`config.mk`:
```
export PLATFORM = sky130hd
export DESIGN_NAME = lc3_datapath_mc_flat
export DESIGN_NICKNAME = d
export VERILOG_FILES = /design/src/rtl/lc3_datapath_mc_if.sv /design/src/rtl/lc3_datapath_mc.sv /design/src/flat_wrapper.sv
export SDC_FILE = /design/constraint.sdc
export NUM_CORES = 1
export LEC_CHECK = 0
export BUFFER_PORTS_ARGS = -buffer_cell sky130_fd_sc_hd__buf_2
export CAP_MARGIN = 30
export CELL_PAD_IN_SITES_DETAIL_PLACEMENT = 1
export CELL_PAD_IN_SITES_GLOBAL_PLACEMENT = 2
export CORE_UTILIZATION = 40
export CTS_CLUSTER_SIZE = 24
export DETAILED_ROUTE_END_ITERATION = 10
export PLACE_DENSITY_LB_ADDON = 0.3
export SYNTH_ARGS = -nofsm -noshare
export SYNTH_HDL_FRONTEND = slang
export SYNTH_SLANG_ARGS = --single-unit
```
`constraint.sdc`:
```
create_clock -name clk -period 11.3 [get_ports clk]
set_input_delay 0.565 -clock clk [delete_from_list [all_inputs] [get_ports clk]]
set_output_delay 0.565 -clock clk [all_outputs]
set_load 0.01 [all_outputs]
```
`src/rtl/lc3_datapath_mc_if.sv`:
```
// Memory handshake bundle between the datapath (master) and the memory model (slave).
interface lc3_datapath_mc_if #(
  parameter int WIDTH = 16
);
  logic             mem_req;
  logic             mem_we;
  logic [WIDTH-1:0] mem_addr;
  logic [WIDTH-1:0] mem_wdata;
  logic [WIDTH-1:0] mem_rdata;
  logic             mem_ready;

  modport master (
    output mem_req, mem_we, mem_addr, mem_wdata,
    input  mem_rdata, mem_ready
  );

  modport slave (
    input  mem_req, mem_we, mem_addr, mem_wdata,
    output mem_rdata, mem_ready
  );
endinterface

```
`src/rtl/lc3_datapath_mc.sv`:
```
// Multi-cycle LC-3 style datapath: register file, PC/IR/MAR/MDR, EAB, ALU, priority bus
// and a req/ready memory handshake FSM.
module lc3_datapath_mc #(
  parameter int WIDTH = 16,
  parameter int NREG  = 8,
  localparam int RA   = $clog2(NREG)
) (
  input  logic             clk,
  input  logic             rst,
  input  logic             enaMDR,
  input  logic             enaPC,
  input  logic             enaALU,
  input  logic             enaMARM,
  input  logic             ldPC,
  input  logic             ldIR,
  input  logic             ldMAR,
  input  logic             ldMDR,
  input  logic             regWE,
  input  logic             flagWE,
  input  logic             selEAB1,
  input  logic [1:0]       selEAB2,
  input  logic             selMAR,
  input  logic [1:0]       selPC,
  input  logic [2:0]       aluControl,
  input  logic [RA-1:0]    SR1,
  input  logic [RA-1:0]    SR2,
  input  logic [RA-1:0]    DR,
  input  logic             memRd,
  input  logic             memWr,
  lc3_datapath_mc_if.master mem,
  output logic             mem_busy,
  output logic             mem_done,
  output logic             bus_conflict,
  output logic             N,
  output logic             Z,
  output logic             P,
  output logic [WIDTH-1:0] IR
);

  typedef enum logic [1:0] {ST_IDLE, ST_REQ, ST_DONE} mem_state_t;

  mem_state_t       state_reg, state_next;
  logic             we_reg, we_next;
  logic [WIDTH-1:0] pc_reg, ir_reg, mar_reg, mdr_reg;
  logic [WIDTH-1:0] rf_reg [NREG];
  logic             n_reg, z_reg, p_reg, conflict_reg;

  logic [WIDTH-1:0] sr1_val, sr2_val, alu_b, alu_out;
  logic [WIDTH-1:0] eab_off, eab, marm, bus;
  logic [2:0]       ena_count;
  logic             read_hit;

  assign sr1_val = rf_reg[SR1];
  assign sr2_val = rf_reg[SR2];

  always_comb begin
    eab_off = '0;
    case (selEAB2)
      2'd1:    eab_off = {{(WIDTH-6){ir_reg[5]}}, ir_reg[5:0]};
      2'd2:    eab_off = {{(WIDTH-9){ir_reg[8]}}, ir_reg[8:0]};
      2'd3:    eab_off = {{(WIDTH-11){ir_reg[10]}}, ir_reg[10:0]};
      default: eab_off = '0;
    endcase
  end

  assign eab   = (selEAB1 ? sr1_val : pc_reg) + eab_off;
  assign marm  = selMAR ? {{(WIDTH-8){1'b0}}, ir_reg[7:0]} : eab;
  assign alu_b = ir_reg[5] ? {{(WIDTH-5){ir_reg[4]}}, ir_reg[4:0]} : sr2_val;

  always_comb begin
    alu_out = sr1_val;
    case (aluControl)
      3'd0:    alu_out = sr1_val + alu_b;
      3'd1:    alu_out = sr1_val & alu_b;
      3'd2:    alu_out = ~sr1_val;
      3'd4:    alu_out = {sr1_val[WIDTH-2:0], 1'b0};
      3'd5:    alu_out = {sr1_val[WIDTH-1], sr1_val[WIDTH-1:1]};
      default: alu_out = sr1_val;
    endcase
  end

  // Fixed priority MDR > PC > ALU > MARM; an idle bus reads as zero.
  always_comb begin
    bus = '0;
    if (enaMDR)       bus = mdr_reg;
    else if (enaPC)   bus = pc_reg;
    else if (enaALU)  bus = alu_out;
    else if (enaMARM) bus = marm;
  end

  assign ena_count = 3'(enaMDR) + 3'(enaPC) + 3'(enaALU) + 3'(enaMARM);
  assign read_hit  = (state_reg == ST_REQ) && mem.mem_ready && !we_reg;

  always_ff @(posedge clk) begin
    if (!rst) begin
      state_reg <= ST_IDLE;
      we_reg    <= 1'b0;
    end else begin
      state_reg <= state_next;
      we_reg    <= we_next;
    end
  end

  // Start pulses only count in IDLE; read wins when both are raised together.
  always_comb begin
    state_next = state_reg;
    we_next    = we_reg;
    case (state_reg)
      ST_IDLE: begin
        if (memRd) begin
          state_next = ST_REQ;
          we_next    = 1'b0;
        end else if (memWr) begin
          state_next = ST_REQ;
          we_next    = 1'b1;
        end
      end
      ST_REQ:  if (mem.mem_ready) state_next = ST_DONE;
      ST_DONE: state_next = ST_IDLE;
      default: state_next = ST_IDLE;
    endcase
  end

  always_ff @(posedge clk) begin
    if (!rst) begin
      pc_reg       <= '0;
      ir_reg       <= '0;
      mar_reg      <= '0;
      mdr_reg      <= '0;
      n_reg        <= 1'b0;
      z_reg        <= 1'b0;
      p_reg        <= 1'b0;
      conflict_reg <= 1'b0;
    end else begin
      if (ldPC) begin
        case (selPC)
          2'd0:    pc_reg <= pc_reg + WIDTH'(1);
          2'd1:    pc_reg <= eab;
          2'd2:    pc_reg <= bus;
          default: pc_reg <= pc_reg;
        endcase
      end
      if (ldIR)  ir_reg  <= bus;
      if (ldMAR) mar_reg <= bus;
      if (read_hit)   mdr_reg <= mem.mem_rdata;
      else if (ldMDR) mdr_reg <= bus;
      if (flagWE) begin
        n_reg <= bus[WIDTH-1];
        z_reg <= (bus == '0);
        p_reg <= !bus[WIDTH-1] && (bus != '0);
      end
      if (ena_count > 3'd1) conflict_reg <= 1'b1;
    end
  end

  always_ff @(posedge clk) begin
    if (!rst) begin
      for (int i = 0; i < NREG; i++) rf_reg[i] <= '0;
    end else if (regWE) begin
      rf_reg[DR] <= bus;
    end
  end

  assign mem.mem_req   = (state_reg == ST_REQ);
  assign mem.mem_we    = we_reg;
  assign mem.mem_addr  = mar_reg;
  assign mem.mem_wdata = mdr_reg;
  assign mem_busy      = (state_reg != ST_IDLE);
  assign mem_done      = (state_reg == ST_DONE);
  assign bus_conflict  = conflict_reg;
  assign N             = n_reg;
  assign Z             = z_reg;
  assign P             = p_reg;
  assign IR            = ir_reg;

endmodule

```
`src/flat_wrapper.sv`:
```
// flat-port wrapper written by rule: the top's interface ports become plain ports
module lc3_datapath_mc_flat 
#(
  parameter int WIDTH = 16,
  parameter int NREG  = 8,
  localparam int RA   = $clog2(NREG)
)
  (clk, rst, enaMDR, enaPC, enaALU, enaMARM, ldPC, ldIR, ldMAR, ldMDR, regWE, flagWE, selEAB1, selEAB2, selMAR, selPC, aluControl, SR1, SR2, DR, memRd, memWr, mem_busy, mem_done, bus_conflict, N, Z, P, IR, mem_mem_req, mem_mem_we, mem_mem_addr, mem_mem_wdata, mem_mem_rdata, mem_mem_ready);
  lc3_datapath_mc_if #(.WIDTH(WIDTH)) mem_i ();
  input  logic clk;
  input  logic rst;
  input  logic enaMDR;
  input  logic enaPC;
  input  logic enaALU;
  input  logic enaMARM;
  input  logic ldPC;
  input  logic ldIR;
  input  logic ldMAR;
  input  logic ldMDR;
  input  logic regWE;
  input  logic flagWE;
  input  logic selEAB1;
  input  logic [1:0] selEAB2;
  input  logic selMAR;
  input  logic [1:0] selPC;
  input  logic [2:0] aluControl;
  input  logic [RA-1:0] SR1;
  input  logic [RA-1:0] SR2;
  input  logic [RA-1:0] DR;
  input  logic memRd;
  input  logic memWr;
  output logic mem_busy;
  output logic mem_done;
  output logic bus_conflict;
  output logic N;
  output logic Z;
  output logic P;
  output logic [WIDTH-1:0] IR;
  output wire logic [$bits(mem_i.mem_req)-1:0] mem_mem_req;
  output wire logic [$bits(mem_i.mem_we)-1:0] mem_mem_we;
  output wire logic [$bits(mem_i.mem_addr)-1:0] mem_mem_addr;
  output wire logic [$bits(mem_i.mem_wdata)-1:0] mem_mem_wdata;
  input wire logic [$bits(mem_i.mem_rdata)-1:0] mem_mem_rdata;
  input wire logic [$bits(mem_i.mem_ready)-1:0] mem_mem_ready;
  assign mem_mem_req = mem_i.mem_req;
  assign mem_mem_we = mem_i.mem_we;
  assign mem_mem_addr = mem_i.mem_addr;
  assign mem_mem_wdata = mem_i.mem_wdata;
  assign mem_i.mem_rdata = mem_mem_rdata;
  assign mem_i.mem_ready = mem_mem_ready;
  lc3_datapath_mc #(.WIDTH(WIDTH), .NREG(NREG)) u_core (.clk(clk), .rst(rst), .enaMDR(enaMDR), .enaPC(enaPC), .enaALU(enaALU), .enaMARM(enaMARM), .ldPC(ldPC), .ldIR(ldIR), .ldMAR(ldMAR), .ldMDR(ldMDR), .regWE(regWE), .flagWE(flagWE), .selEAB1(selEAB1), .selEAB2(selEAB2), .selMAR(selMAR), .selPC(selPC), .aluControl(aluControl), .SR1(SR1), .SR2(SR2), .DR(DR), .memRd(memRd), .memWr(memWr), .mem(mem_i), .mem_busy(mem_busy), .mem_done(mem_done), .bus_conflict(bus_conflict), .N(N), .Z(Z), .P(P), .IR(IR));
endmodule
```
==> impl_metrics.csv, run 1 <==
group,metric,value,unit
sta,timing.fmax,0.192,GHz
setup_path,timing.setup.critical_path_class,"input port to flop",
die,dieArea,34100,µm²
sta,clock_period_minus_worst_slack,5.22,ns
cells_and_area,n_antenna_cell,0,
cells_and_area,post_route_cells_drive_above_1_share,17.1,%
cts,clkSlewWorstSetupHoldPaths,0.08,ns
sta,worst_clock_skew,0.0169,ns
global_route,largest_net_degree_at_the_start_of_global_routing,49,
routing,detailedRoute.firstPassIterationCount,6,
setup_path,critical_path.cell_chain,"buf_2, mux4_2, or2_1, and2_1, ha_1, a211oi_1, o211ai_1, nand3_1, a21boi_0, o311ai_0, a41o_1, nand4_1, nor4_2, a41o_1",
synth,synth-seq-cells,199,
sta,drv_slew,0,
min_path,worst_hold_path_type,"input port to flop",
routing,routedWlPerCell,27.0,µm
cts,clock_insertion_delay_worst_skew,0.46,ns
die,top_level_ports,105,
synth,mappedNetlistArea,13300,µm²
synth,synth_nets,1528,
sta,period_share,46.2,%
cts,clk_root_buffer_cell,"clkbuf_16",
global_route,via_count_of_the_first_global_routing_pass,12200,
placed_design,hpwlAfterDp,37900,µm
die,num_rows,66,
setup_path,critPathSlowestCell,"a41o_1",
run,drv_cap,0,
power_and_ir_drop,total_power,1990,µW
routing,postRouteAntennaNets,0,
global_route,initial_antenna_violation_count,0,
power_and_ir_drop,peakVddDrop,0.000152,V
synth,async_flop_share,0,%
setup_path,worst_path_max_fanout,23,
min_path,number_of_cells_on_the_worst_hold_path,2,
cts,cts_tree,"done",
sta,rsz_0062_raised_after_global_routing,"no",
routing,drc,0,
setup_path,timing.critical_path.mode_cell,"a41o_1",
cts,cts_buffers,17,
routing,wl_met3,3770,µm
cts,total_setup_buffers_inserted_after_cts,0,
routing,drt-met1-wl,22900,µm
cts,cts-root-to-sink-buffers,2,
synth,synth_cell_types,86,
sta,relSlewSlack,28.6,%
synth,synthesis.instances,1440,
synth,synth_ff_type,"edfxtp_1",
setup_path,critPathLaunch,"SR1[1]",
cts,htree_num_levels,4,
cells_and_area,layout.nets,1565,
sta,setup_viol,0,
placed_design,io_buffer_count,104,
die,initial_core_utilization,40.8,%
routing,wl,52300,µm
synth,synth_edf_count,128,
die,die-width,185,µm
cells_and_area,most_common_cell_after_layout_fill_and_taps_aside,"nor2_1",
die,die_y,185,µm
setup_path,arrival,5.63,ns
setup_path,slowest_delay,0.77,ns
sta,tightest_slew,1.07,ns
setup_path,r2r_path_start,"u_core.rf_reg[0][2]",
cells_and_area,final_cell_mix,"nor2_1 (263), edfxtp_1 (128), nand2_1 (120)",
routing,via_per_inst,6.29,
cts,hold_buffer_count_at_cts,0,
sta,timing.setup.tns,0,ns
cts,cts_resized,0,
global_route,first_pass_grt_wire_length,78000,µm
cts,cts.sink_count,199,
setup_path,critPathCaptureType,"flop",
run_status,outcome,"complete, no violations",
routing,num_vias,12200,
sta,timing_hold_violations_final,0,
cells_and_area,number_of_flip_flops_in_the_largest_register,128,
setup_path,cp.required,11.71,ns
power_and_ir_drop,power_density,135,nW/µm²
setup_path,r2r.worst_path.cells,13,
synth,synth.yosys.seq_area_share,39.5,%
routing,initialDrtViolationCount,1092,
synth,synth.yosys.warnings,0,
routing,met2_length,24300,µm
synth,synth_area_per_cell,9.26,µm²
global_route,grt.total_usage,31.4,%
global_route,grt_remaining_overflow,0,
min_path,hold_path_startpoint,"memRd",
routing,highest_layer_used_for_signal_routing,"met4",
die,fp.coreArea,32700,µm²
power_and_ir_drop,p_leak,0.00568,µW
placed_design,finalWeightedCongestion,0.945,
cells_and_area,area_growth_syn_to_layout,10.5,%
setup_path,worst_setup_path_start_kind,"input port",
==> per-layer routing <==
layer | vias to the layer above | GRT usage, %
li1 | 5441 | -
met4 | 0 | 10.3
met3 | 74 | 5.81
met5 | - | 0
met2 | 475 | 50.4
met1 | 6162 | 42.6
==> final cells by class <==
class                           count  area, µm²
Fill cell                        3755      18000
Tap cell                          442        553
Clock inverter                     14        139
Timing Repair Buffer              125        706
Multi-Input combinational cell   1090       7480
Inverter                           44        165
Sequential cell                   199       5270
Clock buffer                       18        429
==> kinds of logic (layout without fill, tap and decap cells) <==
group,count (synthesis),in the layout,synth area share [%]
muxes,116,116,13.7
DFF,199,199,39.5
AOI/OAI and AO/OA,379,379,19.5
adders and majority gates,39,39,3.77
and+or+nand+nor,541,541,18.1
xor gates and xnor gates,15,15,0.985
buffers and inverters,151,201,4.54
==> cell usage after synthesis (all sizes together) (10+ instances only) <==
cell / number / area, µm²
mux2i: 48 / 504
and3: 10 / 62.6
nor3: 24 / 120
nor2b: 33 / 206
ha: 37 / 463
o31ai: 14 / 110
a21oi: 92 / 460
clkbuf: 91 / 342
or2: 11 / 68.8
edfxtp: 128 / 3840
inv: 43 / 161
nand2b: 15 / 93.8
mux2: 19 / 218
nor2: 264 / 993
buf: 16 / 98.8
a211oi: 60 / 460
a22oi: 12 / 95.1
nand2: 120 / 450
o21ai: 69 / 345
o22ai: 14 / 87.6
dfxtp: 71 / 1420
o21a: 11 / 82.6
nand3: 16 / 80.1
xnor2: 10 / 87.6
mux4: 49 / 1100
==> power breakdown <==
group	internal, µW	leakage [µW]	switching (µW)	total (µW)
clock network	296	0.000278	319	616
registers	811	0.00192	37.4	849
logic	185	0.00349	342	526
total	1290	0.00568	698	1990
==> per-stage QoR <==
step	cells	hold WS, ns	cell area [µm²]	utilization [%]	setup slack, ns
floorplan	1440	0.439	13300	-	6.64
CTS	1930	0.296	14700	44.9	6.15
global placement	1896	0.461	14100	43.1	5.65
global route	1932	0.316	14700	45.1	5.71
detailed placement	1898	0.469	14100	43.2	5.66
finish	1932	0.315	14700	45.1	6.08
==> critical path: cells and delay by family <==
family / cells / cell delay, ns
AOI/OAI and AO/OA: 6 / 2.40
adders and majority gates: 1 / 0.28
buffers and inverters: 1 / 0.59
muxes: 1 / 0.58
and+or+nand+nor: 5 / 1.19
==> worst paths after layout <==
| kind | endpoint | slack (ns) |
|---|---|---|
| worst max-delay path | u_core.Z | 6.08 |
| worst min-delay path | u_core.mem.mem_we | 0.31 |
| worst max register to register | u_core.Z | 6.50 |
| worst min register to register | u_core.bus_conflict | 0.49 |
(Power assumes the default switching activity.)
==> inputs of run 2 (changes only) <==
--- a/config.mk
+++ b/config.mk
@@ -9,7 +9,7 @@
 export CAP_MARGIN = 30
 export CELL_PAD_IN_SITES_DETAIL_PLACEMENT = 1
 export CELL_PAD_IN_SITES_GLOBAL_PLACEMENT = 2
-export CORE_UTILIZATION = 40
+export CORE_UTILIZATION = 39
 export CTS_CLUSTER_SIZE = 24
 export DETAILED_ROUTE_END_ITERATION = 10
 export PLACE_DENSITY_LB_ADDON = 0.3
==> constraint.sdc (replaced) <==
create_clock -name clk -period 5.3 [get_ports clk]
set_input_delay 0.265 -clock clk [delete_from_list [all_inputs] [get_ports clk]]
set_output_delay 0.265 -clock clk [all_outputs]
set_load 0.01 [all_outputs]
==> run 2 against run 1 <==
Effect of this change: critical path depth rose by 2; first-iteration DRC count fell by 3.5%; combinational power rose by 120%; via count rose by 1.5%; critical path type unchanged; largest cell class unchanged; highest routed layer unchanged.
==> impl_metrics.csv, run 2 (synthesis gave the netlist of run 1 again) <==
group,metric,value,unit
setup_path,worst_path_max_fanout,18,
sta,timing_hold_violations_final,0,
setup_path,timing.setup.critical_path_class,"input port to flop",
die,die_y,187,µm
global_route,grt.total_usage,31.4,%
setup_path,critPathCaptureType,"flop",
cells_and_area,final_cell_mix,"nor2_1 (263), edfxtp_1 (128), nand2_1 (120)",
setup_path,critical_path.cell_chain,"buf_2, buf_4, mux2_2, o22ai_1, nor2_1, mux2i_1, inv_1, ha_1, a211oi_1, nor2_1, o221ai_1, nand2_1, mux2_2, o31ai_1, a31o_2, nor2_1",
min_path,worst_hold_path_type,"input port to flop",
setup_path,r2r_path_start,"u_core.rf_reg[6][2]",
cts,cts_tree,"done",
global_route,grt_util_met1,43.3,%
placed_design,detailedPlace.worstSlack,0.285,ns
placed_design,placedInstanceArea,14400,µm²
global_route,largest_net_degree_at_the_start_of_global_routing,58,
routing,detailedRoute.firstPassIterationCount,5,
placed_design,finalWeightedCongestion,0.918,
routing,routedWlPerCell,27.4,µm
power_and_ir_drop,p_leak,0.00585,µW
sta,rsz_0062_raised_after_global_routing,"no",
global_route,globalRouteMet2Util,51.4,%
sta,worst_hold_margin,0.0432,ns
global_route,grt_util_met3,3.90,%
run_status,outcome,"complete, no violations",
run,drv_cap,0,
cells_and_area,area_growth_syn_to_layout,12.7,%
power_and_ir_drop,power_density,286,nW/µm²
die,die-width,187,µm
placed_design,hpwlAfterDp,40500,µm
power_and_ir_drop,total_power,4310,µW
sta,setup_viol,0,
global_route,first_pass_grt_wire_length,81200,µm
sta,worst_clock_skew,0.0205,ns
setup_path,timing.critical_path.mode_cell,"nor2_1",
sta,timing.fmax,0.215,GHz
cts,clock_insertion_delay_worst_skew,0.46,ns
sta,relSlewSlack,30.6,%
cts,cts-root-to-sink-buffers,2,
cells_and_area,number_of_flip_flops_in_the_largest_register,128,
setup_path,ff2ff_setup_slack,0.74,ns
routing,via_per_inst,6.27,
cells_and_area,most_common_cell_after_layout_fill_and_taps_aside,"nor2_1",
cts,total_setup_buffers_inserted_after_cts,0,
min_path,hold_path_startpoint,"mem_mem_ready",
setup_path,r2r-end,"u_core.rf_reg[7][13]",
min_path,min_to,"u_core.state_reg[0]",
global_route,busiest_layer_in_global_routing,"met2",
cts,cts.sink_count,199,
power_and_ir_drop,peakVddDrop,0.000479,V
routing,postRouteAntennaNets,0,
global_route,grt_remaining_overflow,0,
sta,clock_period_minus_worst_slack,4.64,ns
cts,htree_num_levels,4,
routing,drc,0,
die,top_level_ports,105,
global_route,via_count_of_the_first_global_routing_pass,12500,
sta,tightest_slew,1.04,ns
cells_and_area,n_antenna_cell,0,
sta,period_share,87.6,%
setup_path,slowest_delay,0.46,ns
routing,num_vias,12300,
sta,final.setup.worst_slack,0.656,ns
cts,cts_resized,0,
sta,drv_slew,0,
cts,clkSlewWorstSetupHoldPaths,0.08,ns
cts,cts_buffers,17,
die,initial_core_utilization,39.7,%
die,fp.coreArea,33600,µm²
sta,timing.setup.tns,0,ns
min_path,number_of_cells_on_the_worst_hold_path,2,
cts,clk_root_buffer_cell,"clkbuf_16",
die,dieArea,34900,µm²
placed_design,io_buffer_count,104,
setup_path,arrival,4.82,ns
die,num_rows,67,
setup_path,cp.required,5.47,ns
setup_path,worst_setup_path_start_kind,"input port",
cells_and_area,finish.instance_area,15000,µm²
cells_and_area,layout.nets,1595,
cells_and_area,post_route_cells_drive_above_1_share,18.6,%
setup_path,critPathSlowestCell,"a31o_2",
routing,initialDrtViolationCount,1054,
routing,wl,54000,µm
setup_path,r2r.worst_path.cells,13,
global_route,initial_antenna_violation_count,0,
## run 2: cell count changes in the layout (fill, tap and decap cells not counted), moves of 2 or more
cell      change
inv_8         -3
inv_6         -4
buf_8         +2
buf_4        +25
clkinv_2      +3
## run 2: worst max path at each step
stage | startpoint | end | slack [ns] | depth (start not counted)
after floorplan | SR2[0] | u_core.rf_reg[0][15] | 0.94 | 17
after global placement | SR1[2] | u_core.rf_reg[1][13] | 0.41 | 16
after detailed placement | SR1[2] | u_core.rf_reg[1][13] | 0.28 | 16
after CTS | SR1[2] | u_core.rf_reg[7][13] | 0.77 | 16
after global routing | SR1[2] | u_core.mem.mem_wdata[15] | 0.36 | 18
final | SR1[2] | u_core.rf_reg[7][13] | 0.66 | 16
## run 2: per-layer routing
metal	vias up	part of all wire, %
li1	5477	-
met1	6344	45
met2	443	48
met3	75	5.4
met4	0	2.3
met5	-	0
## run 2: worst max-delay path: cells and delay by family
| kind | cells | cell delay (ns) |
|---|---|---|
| simple gates | 4 | 0.59 |
| fa+ha+maj | 1 | 0.28 |
| compound gates | 5 | 1.84 |
| buf+inv | 3 | 0.81 |
| mux | 3 | 0.99 |
## run 2: through the flow
step	util, %	cells
after floorplan	-	1440
after global routing	44.7	1968
after detailed placement	42.9	1934
after global placement	42.7	1930
final	44.7	1968
after CTS	44.7	1967
## run 2: layout make-up
| type | instances | area (µm²) |
|---|---|---|
| multi-input cells | 1090 | 7480 |
| clock buffers | 21 | 472 |
| clock inverters | 11 | 115 |
| repair buffers | 155 | 981 |
| fillers | 3899 | 18600 |
| flip-flops and latches | 199 | 5270 |
| well taps | 448 | 561 |
| inverters | 44 | 165 |
## run 2: where the power goes
part	total, µW	internal [µW]	leakage [µW]	switching [µW]
registers	1810	1730	0.00192	81.8
logic	1160	419	0.00364	743
clock network	1330	699	0.000288	636
total	4310	2850	0.00585	1460
## run 2: what timing repair did
| item | in CTS | in global routing |
|---|---|---|
| hold buffers | 1 | 0 |
| endpoints found under the setup margin | 0 | 0 |
| hold endpoints to repair | 1 | 0 |
==> inputs of run 3 (changes only) <==
--- a/config.mk
+++ b/config.mk
@@ -5,11 +5,12 @@
 export SDC_FILE = /design/constraint.sdc
 export NUM_CORES = 1
 export LEC_CHECK = 0
+export ABC_AREA = 1
 export BUFFER_PORTS_ARGS = -buffer_cell sky130_fd_sc_hd__buf_2
 export CAP_MARGIN = 30
 export CELL_PAD_IN_SITES_DETAIL_PLACEMENT = 1
 export CELL_PAD_IN_SITES_GLOBAL_PLACEMENT = 2
-export CORE_UTILIZATION = 39
+export CORE_UTILIZATION = 34
 export CTS_CLUSTER_SIZE = 24
 export DETAILED_ROUTE_END_ITERATION = 10
 export PLACE_DENSITY_LB_ADDON = 0.3
==> run 3 against run 2 <==
Effect of this change: power down 0.45%; sequential power is essentially flat; largest cell class unchanged; maximum frequency grew 14%; setup slack improved by 0.56 ns; non-clock buffer count decreased by 10; cell area grew 3.7%; clock skew down 0.0086 ns; critical endpoint is now u_core.rf_reg[5][12]; via count up 17%; critical path depth up 4; critical path type is now flop to flop; synthesized cell count is 44% higher; largest power group unchanged.
==> impl_metrics.csv, run 3 <==
group,metric,value,unit
run_status,outcome,"complete, no violations",
synth,synth.yosys.warnings,0,
die,initial_core_utilization,34.8,%
setup_path,cp.required,5.49,ns
synth,synth_top_cells_by_area,"edfxtp_1 (28%), nand2_1 (14%), dfxtp_1 (10%)",
setup_path,r2r_path_start,"u_core.IR[5]",
synth,synth.yosys.seq_area_share,37.8,%
placed_design,hpwlAfterDp,43400,µm
synth,synth_top_cell_by_area,"edfxtp_1",
power_and_ir_drop,power.share.sequential,41.5,%
setup_path,critPathLaunch,"u_core.IR[5]",
sta,tightest_slew,1.01,ns
setup_path,r2r-end,"u_core.rf_reg[5][12]",
cts,clk_root_buffer_cell,"clkbuf_16",
cells_and_area,finish.instance_area,15600,µm²
routing,detailedRoute.firstPassIterationCount,7,
cells_and_area,post_route_cells_drive_above_1_share,9.39,%
synth,synth_nets,2158,
power_and_ir_drop,total_switching_power,1570,µW
cts,cts_tree,"done",
routing,postRouteAntennaNets,0,
power_and_ir_drop,switching_share,36.5,%
cells_and_area,layout.nets,2215,
die,die-width,204,µm
routing,via_per_inst,5.41,
setup_path,timing.setup.critical_path_class,"flop to flop",
power_and_ir_drop,peakVddDrop,0.000241,V
placed_design,finalWeightedCongestion,0.884,
routing,wl,57500,µm
cts,cts-root-to-sink-buffers,2,
synth,synth_top_cells_by_count,"nand2_1 (532), inv_1 (279), nor2_1 (259), nand3_1 (194), a21oi_1 (158)",
sta,timing_hold_violations_final,0,
cells_and_area,n_antenna_cell,0,
synth,synth_area_per_cell,6.72,µm²
setup_path,ff2ff_setup_slack,1.22,ns
routing,drc,0,
die,fp.coreArea,40000,µm²
cts,cts.sink_count,199,
synth,synth_edf_count,128,
power_and_ir_drop,total_power,4290,µW
global_route,grt.total_usage,28.1,%
die,die_y,204,µm
sta,clock_period_minus_worst_slack,4.08,ns
synth,synth_cell_types,44,
synth,synth_ff_type,"edfxtp_1",
cts,clock_insertion_delay_worst_skew,0.48,ns
synth,async_flop_share,0,%
cts,total_setup_buffers_inserted_after_cts,0,
run,drv_cap,0,
cells_and_area,number_of_flip_flops_in_the_largest_register,128,
synth,synth_top_area_share,27.6,%
setup_path,worst_path_max_fanout,20,
setup_path,worst_setup_path_endpoint,"u_core.rf_reg[5][12]",
sta,timing.fmax,0.245,GHz
setup_path,critPathCaptureType,"flop",
cells_and_area,most_common_cell_after_layout_fill_and_taps_aside,"nand2_1",
sta,final.setup.worst_slack,1.22,ns
cells_and_area,area_growth_syn_to_layout,12.0,%
global_route,grt_remaining_overflow,0,
setup_path,arrival,4.27,ns
setup_path,worst_setup_path_start_kind,"flop",
sta,drv_slew,0,
cts,clkSlewWorstSetupHoldPaths,0.09,ns
power_and_ir_drop,pwr-share-comb,26.7,%
synth,synthesis.instances,2070,
routing,initialDrtViolationCount,975,
cts,htree_num_levels,4,
global_route,via_count_of_the_first_global_routing_pass,14600,
placed_design,detailedPlace.worstSlack,0.991,ns
min_path,worst_hold_path_type,"input port to flop",
power_and_ir_drop,p_leak,0.00722,µW
die,dieArea,41700,µm²
die,top_level_ports,105,
cells_and_area,final_cell_mix,"nand2_1 (532), inv_1 (279), nor2_1 (259)",
cells_and_area,num-fill-cells,5198,
sta,worst_clock_skew,0.0119,ns
global_route,initial_antenna_violation_count,1,
synth,synth-seq-cells,199,
cts,cts_buffers,17,
global_route,largest_net_degree_at_the_start_of_global_routing,44,
placed_design,placedInstanceArea,15000,µm²
placed_design,io_buffer_count,104,
synth,synthMostInstantiatedCell,"nand2_1",
global_route,first_pass_grt_wire_length,88100,µm
power_and_ir_drop,power_density,275,nW/µm²
power_and_ir_drop,power_report.internal_total,2720,µW
sta,worst_hold_margin,0.0538,ns
routing,num_vias,14400,
power_and_ir_drop,power_frac_clock,31.8,%
cts,cts_resized,0,
die,num_rows,73,
sta,relSlewSlack,32.2,%
sta,period_share,77.1,%
routing,routedWlPerCell,21.6,µm
sta,setup_viol,0,
sta,timing.setup.tns,0,ns
synth,mappedNetlistArea,13900,µm²
setup_path,r2r.worst_path.cells,20,
sta,rsz_0062_raised_after_global_routing,"no",
[run 3: timing repair]
action / in CTS / in global routing
endpoints found under the setup margin: 0 / 0
hold buffers: 1 / 0
endpoints found under the hold margin: 1 / 0
[run 3: how the worst min path moves through the flow]
stage | startpoint | slack [ns] | cells past startpoint | endpoint
6_report | flagWE | 0.05 | 2 | u_core.Z
3_3_place_gp | memRd | 0.45 | 2 | u_core.mem.mem_we
3_5_place_dp | u_core.mem.mem_addr[3] | 0.46 | 2 | u_core.mem.mem_addr[3]
2_1_floorplan | flagWE | 0.36 | 1 | u_core.Z
5_1_grt | flagWE | 0.03 | 2 | u_core.Z
4_1_cts | flagWE | 0.02 | 2 | u_core.Z
[run 3: layer usage]
| layer | global-route usage, % | wire length (µm) | part of all wire [%] | up-vias |
|---|---|---|---|---|
| met1 | 37.2 | 25800 | 45 | 7064 |
| met2 | 47.2 | 27200 | 47 | 416 |
| li1 | - | - | - | 6864 |
| met3 | 3.94 | 3250 | 5.7 | 60 |
| met4 | 8.13 | 1220 | 2.1 | 2 |
| met5 | 0 | 13 | 0.023 | - |
[run 3: power groups by stage]
stage / Combinational [µW] / Clock, µW / Sequential, µW
floorplan: 718 / 0 / 1810
global placement: 1100 / 0 / 1810
detailed placement: 1140 / 0 / 1810
CTS: 1140 / 1380 / 1780
global route: 1270 / 1430 / 1790
finish: 1150 / 1360 / 1780
[run 3: metrics by stage]
stage | cells | util (%)
6_report | 2665 | 39.0
5_1_grt | 2665 | 39.0
3_3_place_gp | 2621 | 37.0
3_5_place_dp | 2631 | 37.4
2_1_floorplan | 2070 | -
4_1_cts | 2664 | 38.9
[run 3: logic make-up (layout without fill, tap and decap cells)]
family | after synthesis | in the layout | share of synthesized area (%)
AND/OR/NAND/NOR | 1018 | 1018 | 29.9
buffers and inverters | 402 | 472 | 11.7
adder cells (fa/ha/maj) | 39 | 39 | 3.61
flip-flops | 199 | 199 | 37.8
AO/OA/AOI/OAI | 401 | 401 | 16.2
XOR/XNOR | 11 | 11 | 0.692
[run 3: cell type report]
type                            count  area, µm²  area share (%)
Clock inverter                     14        151           0.971
Tap cell                          525        657            4.21
Clock buffer                       18        450            2.89
Timing Repair Buffer              145        938            6.02
Sequential cell                   199       5270            33.8
Inverter                          295       1110            7.10
Multi-Input combinational cell   1469       7020            45.0
[run 3: critical path, cell delays in order (launching register included)]
cell and delay, ns:
dfxtp_1 0.33, inv_1 0.23, buf_4 0.36, o221ai_1 0.21, o21ai_0 0.13, ha_1 0.19, inv_1 0.07, fa_1 0.44
inv_1 0.12, nand3_1 0.11, nand3_1 0.15, nand3_1 0.14, nand3_1 0.10, nand2_1 0.06, nand3_1 0.11, nand3_1 0.10
nand2_1 0.12, nand3_1 0.14, a21oi_2 0.36, buf_4 0.26, nor2_1 0.06
